==> src/rtl/pwm_rate_ctrl.sv <==
// Round-robin rate arbiter for the PWM clock divider; a new rate is applied only on a
// rising edge of clk_pwm. Optional stall timeout: define PWM_RATE_CTRL_TIMEOUT_EN.
module pwm_rate_ctrl #(
    parameter int         NREQ      = 4,
    parameter logic [7:0] INIT_RATE = 8'd10,
    parameter logic [7:0] MIN_RATE  = 8'd2,
    parameter int         TIMEOUT   = 512
) (
    input  logic              clk,
    input  logic              reset,
    input  logic              clk_pwm,
    input  logic [NREQ-1:0]   req,
    input  logic [8*NREQ-1:0] req_rate,
    output logic [7:0]        Rate,
    output logic [NREQ-1:0]   grant,
    output logic [NREQ-1:0]   ack,
    output logic              busy,
    output logic              timeout
);

    localparam int IW = (NREQ > 1) ? $clog2(NREQ) : 1;

    typedef enum logic [1:0] {
        ST_IDLE      = 2'd0,
        ST_WAIT_EDGE = 2'd1,
        ST_ACK       = 2'd2
    } state_t;

    state_t          state_r;
    state_t          state_nxt_s;
    logic            pwm_q_r;
    logic [IW-1:0]   ptr_r;
    logic [IW-1:0]   winner_r;
    logic [7:0]      pending_r;
    logic [7:0]      rate_r;
    logic [NREQ-1:0] grant_r;
    logic [NREQ-1:0] ack_r;
    logic            busy_r;
    logic            timeout_r;

    logic            found_s;
    logic [IW-1:0]   pick_s;
    logic [7:0]      pick_rate_s;
    logic            edge_s;
    logic            req_win_s;
    logic            fire_edge_s;
    logic            fire_tmo_s;
    logic            tmo_hit_s;
    logic [NREQ-1:0] grant_nxt_s;
    logic [NREQ-1:0] ack_nxt_s;
    logic            busy_nxt_s;
    logic            timeout_nxt_s;
    logic [7:0]      rate_nxt_s;

    function automatic logic [7:0] clamp_rate(input logic [7:0] r);
        clamp_rate = (r < MIN_RATE) ? MIN_RATE : r;
    endfunction

    function automatic logic [NREQ-1:0] onehot_idx(input logic [IW-1:0] i);
        logic [NREQ-1:0] v;
        v    = {NREQ{1'b0}};
        v[i] = 1'b1;
        onehot_idx = v;
    endfunction

    assign edge_s      = clk_pwm & ~pwm_q_r;
    assign req_win_s   = req[winner_r];
    assign pick_rate_s = clamp_rate(req_rate[{pick_s, 3'b000} +: 8]);

    // Round-robin search starting at ptr_r (the slot after the last served requester).
    always_comb begin
        found_s = 1'b0;
        pick_s  = {IW{1'b0}};
        for (int k = 0; k < NREQ; k++) begin
            pick_s  = (!found_s && req[(int'(ptr_r) + k) % NREQ])
                      ? IW'((int'(ptr_r) + k) % NREQ) : pick_s;
            found_s = found_s | req[(int'(ptr_r) + k) % NREQ];
        end
    end

`ifdef PWM_RATE_CTRL_TIMEOUT_EN
    logic [9:0] wait_cnt_r;

    assign tmo_hit_s = (wait_cnt_r == 10'(TIMEOUT - 1));

    // Wait counter: cleared on entry to WAIT_EDGE, counts while waiting.
    always_ff @(posedge clk) begin
        if (!reset) begin
            wait_cnt_r <= 10'd0;
        end else if (state_r != ST_WAIT_EDGE) begin
            wait_cnt_r <= 10'd0;
        end else begin
            wait_cnt_r <= wait_cnt_r + 10'd1;
        end
    end
`else
    assign tmo_hit_s = 1'b0;
`endif

    // A pending rate equal to the current one needs no edge: it completes like an edge.
    assign fire_edge_s = (state_r == ST_WAIT_EDGE) && (edge_s || (pending_r == rate_r));
    assign fire_tmo_s  = (state_r == ST_WAIT_EDGE) && !fire_edge_s && tmo_hit_s;

    // State register.
    always_ff @(posedge clk) begin
        if (!reset) begin
            state_r <= ST_IDLE;
        end else begin
            state_r <= state_nxt_s;
        end
    end

    // Next-state logic; edge beats a simultaneous withdrawal.
    always_comb begin
        state_nxt_s = state_r;
        case (state_r)
            ST_IDLE: begin
                if (found_s) begin
                    state_nxt_s = ST_WAIT_EDGE;
                end else begin
                    state_nxt_s = ST_IDLE;
                end
            end
            ST_WAIT_EDGE: begin
                if (fire_edge_s || fire_tmo_s) begin
                    state_nxt_s = ST_ACK;
                end else if (!req_win_s) begin
                    state_nxt_s = ST_IDLE;
                end else begin
                    state_nxt_s = ST_WAIT_EDGE;
                end
            end
            ST_ACK:  state_nxt_s = ST_IDLE;
            default: state_nxt_s = ST_IDLE;
        endcase
    end

    // Next values of the registered outputs.
    always_comb begin
        busy_nxt_s    = (state_nxt_s != ST_IDLE);
        ack_nxt_s     = (fire_edge_s || fire_tmo_s) ? onehot_idx(winner_r) : {NREQ{1'b0}};
        timeout_nxt_s = fire_tmo_s;
        rate_nxt_s    = (fire_edge_s || fire_tmo_s) ? pending_r : rate_r;
        if ((state_r == ST_IDLE) && found_s) begin
            grant_nxt_s = onehot_idx(pick_s);
        end else if (state_nxt_s == ST_IDLE) begin
            grant_nxt_s = {NREQ{1'b0}};
        end else begin
            grant_nxt_s = grant_r;
        end
    end

    // Edge-detect flop, arbitration bookkeeping and output registers.
    always_ff @(posedge clk) begin
        if (!reset) begin
            pwm_q_r   <= 1'b0;
            ptr_r     <= {IW{1'b0}};
            winner_r  <= {IW{1'b0}};
            pending_r <= INIT_RATE;
            rate_r    <= INIT_RATE;
            grant_r   <= {NREQ{1'b0}};
            ack_r     <= {NREQ{1'b0}};
            busy_r    <= 1'b0;
            timeout_r <= 1'b0;
        end else begin
            pwm_q_r   <= clk_pwm;
            rate_r    <= rate_nxt_s;
            grant_r   <= grant_nxt_s;
            ack_r     <= ack_nxt_s;
            busy_r    <= busy_nxt_s;
            timeout_r <= timeout_nxt_s;
            if ((state_r == ST_IDLE) && found_s) begin
                winner_r  <= pick_s;
                pending_r <= pick_rate_s;
            end else begin
                winner_r  <= winner_r;
                pending_r <= pending_r;
            end
            // The served requester drops to lowest priority.
            if (state_r == ST_ACK) begin
                ptr_r <= (winner_r == IW'(NREQ - 1)) ? {IW{1'b0}} : winner_r + IW'(1'b1);
            end else begin
                ptr_r <= ptr_r;
            end
        end
    end

    assign Rate    = rate_r;
    assign grant   = grant_r;
    assign ack     = ack_r;
    assign busy    = busy_r;
    assign timeout = timeout_r;

endmodule
==> config.mk <==
export PLATFORM = sky130hd
export DESIGN_NAME = pwm_rate_ctrl
export DESIGN_NICKNAME = d
export VERILOG_FILES = /design/src/rtl/pwm_rate_ctrl.sv
export SDC_FILE = /design/constraint.sdc
export NUM_CORES = 1
export LEC_CHECK = 0
export ABC_AREA = 1
export BUFFER_PORTS_ARGS = -buffer_cell sky130_fd_sc_hd__buf_2
export CAP_MARGIN = 20
export CORE_MARGIN = 2
export CORE_UTILIZATION = 45
export DETAILED_ROUTE_END_ITERATION = 10
export GPL_TIMING_DRIVEN = 0
export PLACE_DENSITY = 0.71
export SYNTH_ARGS = -nofsm -noshare
export SYNTH_HDL_FRONTEND = slang
export SYNTH_SLANG_ARGS = --single-unit
==> constraint.sdc <==
create_clock -name clk -period 5 [get_ports clk]
set_input_delay 0.5 -clock clk [delete_from_list [all_inputs] [get_ports clk]]
set_output_delay 0.5 -clock clk [all_outputs]
set_load 0.01 [all_outputs]
* Word level (Yosys, flattened, before mapping) *
Cells that the tools add are included.

operators by class
  add/sub/neg operators = 4
  magnitude comparators = 9
  eq/ne operators = 4
  shift-type cells = 1
  muxes and demuxes = 29
  bitwise gates (word level) = 8
  reductions and logical operators = 19

operators by type and width
  cell                                                                                 count
  32-bit by 6-bit variable part select with 8-bit output                               1
  3-bit by 4-bit less-than comparator with 1-bit output, second input constant         3
  1-bit two-way mux                                                                    12
  2-bit two-way mux                                                                    6
  1-bit binary-select mux with 2-bit select                                            5
  2-bit by 3-bit less-than comparator with 1-bit output, second input constant         3
  8-bit equality test                                                                  1
  8-bit by 2-bit less-than comparator with 1-bit output, second input constant         1
  4-bit two-way mux                                                                    2
  8-bit two-way mux                                                                    1
  1-bit logical AND                                                                    7
  2-bit OR reduction                                                                   3
  2-bit by 1-bit adder with 2-bit output, second input constant                        2
  2-bit adder, second input constant                                                   2
  1-bit demux with 2-bit select                                                        2
  2-bit equality test, second input constant                                           2
  2-bit by 1-bit greater-or-equal comparator with 1-bit output, second input constant  2
  2-bit logical NOT                                                                    2
  2-bit one-hot mux with 2 select lines                                                1
  2-bit nonzero test                                                                   2
  1-bit AND, first input constant                                                      3
  1-bit logical NOT                                                                    3
  1-bit OR                                                                             3
  2-bit by 1-bit equality test with 1-bit output, second input constant                1
  4 further kinds                                                                      4

storage, ports and cells
  bits in registers = 32
  input bits = 39
  output and inout bits = 18
  logic and storage cells = 83

* Depth between registers and ports, before layout *
  word-level depth = 16
  depth in mapped cells = 22
  mapped depth without buffers = 20

* Worst setup path after synthesis *
No wires, ideal clock.

  path kind = input -> register
  start = in req[3]
  end = reg pending_r[0]
  setup time = 0.132 ns
  arrival time = 1.855 ns
  required time = 4.868 ns
  path slack = 3.012 ns
  stages = 17
  buffers on the path = 1
  cell sequence = inv_1 -> nand2_1 -> nand3_2 -> nand2_4 -> inv_1 -> nand3_2 -> nand3_4 -> buf_8 -> nand2_1 -> o21ai_1 -> nand2_1 -> nand2_1 -> nand2_1 -> nor2_1 -> nand2_1 -> nand2_1 -> a21oi_1

between the ends
  longest elaborated chain between the ends = 11
  elaborated cells on any way between the ends = 28
  classes of those cells = 1 x order compare; 1 x shift; 16 x mux; 3 x bitwise; 7 x reduce/logical

RTL lines
  element                                                 line    text
  start: declaration                                      12      input logic [NREQ-1:0] req,
  1-bit binary-select mux with 2-bit select               75, 77
  1-bit two-way mux (not written as such) (2 in series)   75, 77
  1-bit OR                                                77      found_s = found_s | req[(int'(ptr_r) + k) % NREQ];
  1-bit logical NOT or 1-bit OR (tied branches)           75, 77
  1-bit logical AND or 1-bit logical NOT (tied branches)  75      pick_s = (!found_s && req[(int'(ptr_r) + k) % NREQ])
  2-bit two-way mux or 1-bit logical AND (tied branches)  76, 75
  2-bit two-way mux                                       76      ? IW'((int'(ptr_r) + k) % NREQ) : pick_s;
  32-bit by 6-bit variable part select with 8-bit output  68      assign pick_rate_s = clamp_rate(req_rate[{pick_s, 3'b000} +: 8]);
  8-bit by 2-bit less-than comparator with 1-bit output   56      clamp_rate = (r < MIN_RATE) ? MIN_RATE : r;
  8-bit two-way mux                                       56
  end signal: assignment                                  174     pending_r <= pick_rate_s;
  end signal: assignment                                  177     pending_r <= pending_r;
  end: declaration                                        34      logic [7:0] pending_r;

Several ways; a longest one is shown, not always the timed one. The select of a mux whose other input is x is not followed.
A chain may end at the register's enable or synchronous reset.

* Final worst setup path *
  start = reg ptr_r[0]
  end = reg pending_r[0]

between the ends
  longest elaborated chain between the ends = 12
  elaborated cells on any way between the ends = 31
  classes of those cells = 3 x add/sub; 1 x order compare; 1 x shift; 16 x mux; 3 x bitwise; 7 x reduce/logical

RTL lines
  element                                                 line        text
  start: declaration                                      32          logic [IW-1:0] ptr_r;
  start signal: assignment                                157         ptr_r <= {IW{1'b0}};
  start signal: assignment                                181         ptr_r <= (winner_r == IW'(NREQ - 1)) ? {IW{1'b0}} : winner_r + IW'(1'b1);
  start signal: assignment                                183         ptr_r <= ptr_r;
  2-bit by 1-bit adder with 2-bit output                  75, 76, 77
  1-bit binary-select mux with 2-bit select               75, 77
  1-bit two-way mux (not written as such) (2 in series)   75, 77
  1-bit OR                                                77
  1-bit logical NOT or 1-bit OR (tied branches)           75, 77
  1-bit logical AND or 1-bit logical NOT (tied branches)  75
  2-bit two-way mux or 1-bit logical AND (tied branches)  76, 75
  2-bit two-way mux                                       76
  32-bit by 6-bit variable part select with 8-bit output  68
  8-bit by 2-bit less-than comparator with 1-bit output   56
  8-bit two-way mux                                       56

Several ways; a longest one is shown, not always the timed one. The select of a mux whose other input is x is not followed.

==> run summary <==
outcome = completed
starting density of the core = 0.4653
postcts setup bufs = 0
Synth Net Count = 351
area occupied by multi-input gates = 1130 um2
post-synth top area cell = dfxtp_1
clk buf depth = 2
share of post-route cells with drive strength above 1 = 0.2453
Hold Path End = pwm_q_r
layout net count = 413
Avg Cell Area, Syn = 6.532 um2
Cell Pwr Density = 392.6 nW/um2
CP max stage cell = dfxtp_1
Adder-Cell Fraction of Synth Area = 0.02488
final instance area = 2460 um2
antenna violations before repair = 0
clock-pin slew of the registers on the worst-case setup and hold paths = 0.06 ns
Leak = 1.311 nW
CTS H-Tree Depth = 2
Placement Cell Area = 2352 um2
Placement Rows = 24
total negative slack = 0 ns
I/O Buffers = 55
Clock Latency Late Sink = 0.28 ns
Worst R2R Path Depth = 18
post-synthesis mux area share = 0
gr usage total = 0.1922
total number of vias = 2,041
largest net degree at the start of global routing = 11
die height = 70.87 um
Seq. cell area = 640.6 um2
critical-path maximum fanout = 10
Synth Cell Area = 2012 um2
post-CTS resize count = 0
Max Slew Vio Count = 0
crit-path max cell delay = 0.31 ns
routed len/inst = 10.49 um
Yosys top cell area share = 0.3184
final hold vios = 0
sequential area share after synthesis = 0.3184
CP Data Required Time = 5.16 ns
CTS tree = yes
cts bufs inserted = 5
Max Fclk = 453.5 MHz
number of global-route vias before repair = 1,911
period utilisation layout = 0.4410
ANT nets after route = 0
clock skew = 0.002544 ns
die area = 5022 um2
placed cell count = 415
Worst VDD drop = 0.1704 mV
CORE AREA = 4324 um2
HP Start = clk_pwm
Finished Layout Cells = 423
Yosys warning count = 0
#FFs+latches synth = 32
die span in x = 70.87 um
Post-Synth XOR/XNOR Area = 0.02612
Max Cap Violations = 0
Layout area overhead = 22.26%
final core occ = 0.5689
fill count = 447
Synth Area in Compound Gates = 0.1294
GPL Wtd Cong = 0.8084
clock sinks = 32
reg2reg start = ptr_r[0]
Worst EP arrival = 2.36 ns
1st-iter DRT viols = 73
cell mode on critical path = nand2_1
Worst Setup End Kind = flip-flop
total grt overflow = 0
CP Class = reg2reg
wire length of the first global-routing pass = 7928 um
Worst Hold Path Cells = 3
HP Class = in2reg
clock root buffer = clkbuf_8
reg2reg setup slack = 2.80 ns
cts hold-fix bufs = 0
Final Setup Violations = 0
DRC Markers = 0
Hold Slack = 0.4046 ns
FF-to-FF End = pending_r[0]
largest family of logic cells by synthesized area = simple AND/OR/NAND/NOR gates
drt pass-1 iters = 4
Boundary Pins = 57
diodes inserted = 0
HPWL after DPL = 3451 um
minimum clock period = 2.205 ns
post-synthesis simple-gate area fraction = 0.3794
library cells used by synthesis = 33
CP Cell Sequence = buf_6 > inv_6 > nand2_2 > nand3_1 > nand2_1 > nand2_1 > nand3_2 > nand3_4 > buf_8 > nand2_1 > o21ai_1 > nand2_1 > nand2_1 > nand2_1 > nor2_1 > nand2_1 > nand2_1 > a21oi_1
Vias/cell = 4.825
final WL = 4438 um
CP Launch Type = flip-flop
RSZ-0062 raised after global routing = false
Synth Instances = 308
ranking of synthesized cells by area = dfxtp_1 (32%), nand2_1 (19%), inv_1 (7.3%)
[final cells by class]
cell class	instances	area share
multi-input cells	222	0.4593
plain buffers	11	0.03052
inverters	43	0.06765
clock buffers	6	0.02950
flip-flops and latches	32	0.2604
well taps	52	0.02645
clock inverters	2	0.01424
repair buffers	55	0.1119
[cells by family (layout without fill, tap and decap cells)]
family,count (synthesis),after routing
AND/OR/NAND/NOR,163,163
buffers and inverters,54,117
AO/OA/AOI/OAI,48,48
flip-flops,32,32
XOR/XNOR,6,6
adder cells (fa/ha/maj),4,4
other,1,1
[worst max path at each step]
stage,from,to,depth (start not counted)
floorplan,req[3],pending_r[0],17
global placement,req[3],pending_r[0],18
detailed placement,req[3],pending_r[0],18
CTS,pending_r[6],Rate[7],11
global route,pending_r[6],Rate[7],11
finish,ptr_r[0],pending_r[0],18
[worst max-delay path, delay by kind of cell, from the launching register on]
kind,cells,cell delay (ns)
compound gates,2,0.14
simple gates,13,1.24
flops,1,0.31
buf+inv,3,0.38
[synth_stat cells (all sizes together)]
cell / count
o211ai: 4
o21a: 1
o21ai: 21
or2: 1
clkinv: 1
a21oi: 20
nand3b: 1
buf: 7
dfxtp: 32
a211oi: 1
a31oi: 1
ha: 4
xnor2: 6
nand3: 18
nand2: 114
clkbuf: 4
nor2: 19
nor3: 1
conb: 1
nand4: 9
inv: 42
[placed cells by master, fill, tap and decap left out, types with 8 or more instances in the layout]
| master | instances |
|---|---|
| nand2_1 | 103 |
| buf_2 | 58 |
| inv_1 | 39 |
| dfxtp_1 | 32 |
| a21oi_1 | 20 |
| nor2_1 | 18 |
| o21ai_0 | 14 |
| nand3_1 | 13 |
| nand4_1 | 9 |
| nand2_2 | 8 |
[per-stage QoR]
stage	setup WS, ns	power (W)
floorplan	3.012	0.0006307
finish	2.795	0.0009658
global route	2.489	0.001053
detailed placement	2.599	0.0007302
global placement	2.602	0.0007254
CTS	2.776	0.0009774
[per-layer routing]
| metal | global-route usage | share of wire |
|---|---|---|
| met1 | 0.2396 | 0.46 |
| met4 | 0.04612 | 0.0065 |
| met5 | 0 | 0 |
| met2 | 0.3261 | 0.50 |
| met3 | 0.05840 | 0.037 |
[sequential cells by signal, indices dropped and copies added, names as in the netlist]
signal and count:
grant 4, Rate 8, ptr_r 2, busy 1, ack 4, winner_r 2, pending_r 8, pwm_q_r 1
state_r 2
[report_power, final]
group          leakage (nW)  internal [W]  switching (W)
clock                0.0552      0.000148      0.0000939
sequential            0.263      0.000300      0.0000353
combinational         0.993      0.000153       0.000236
Note: power is estimated with default switching activity, not from simulation.
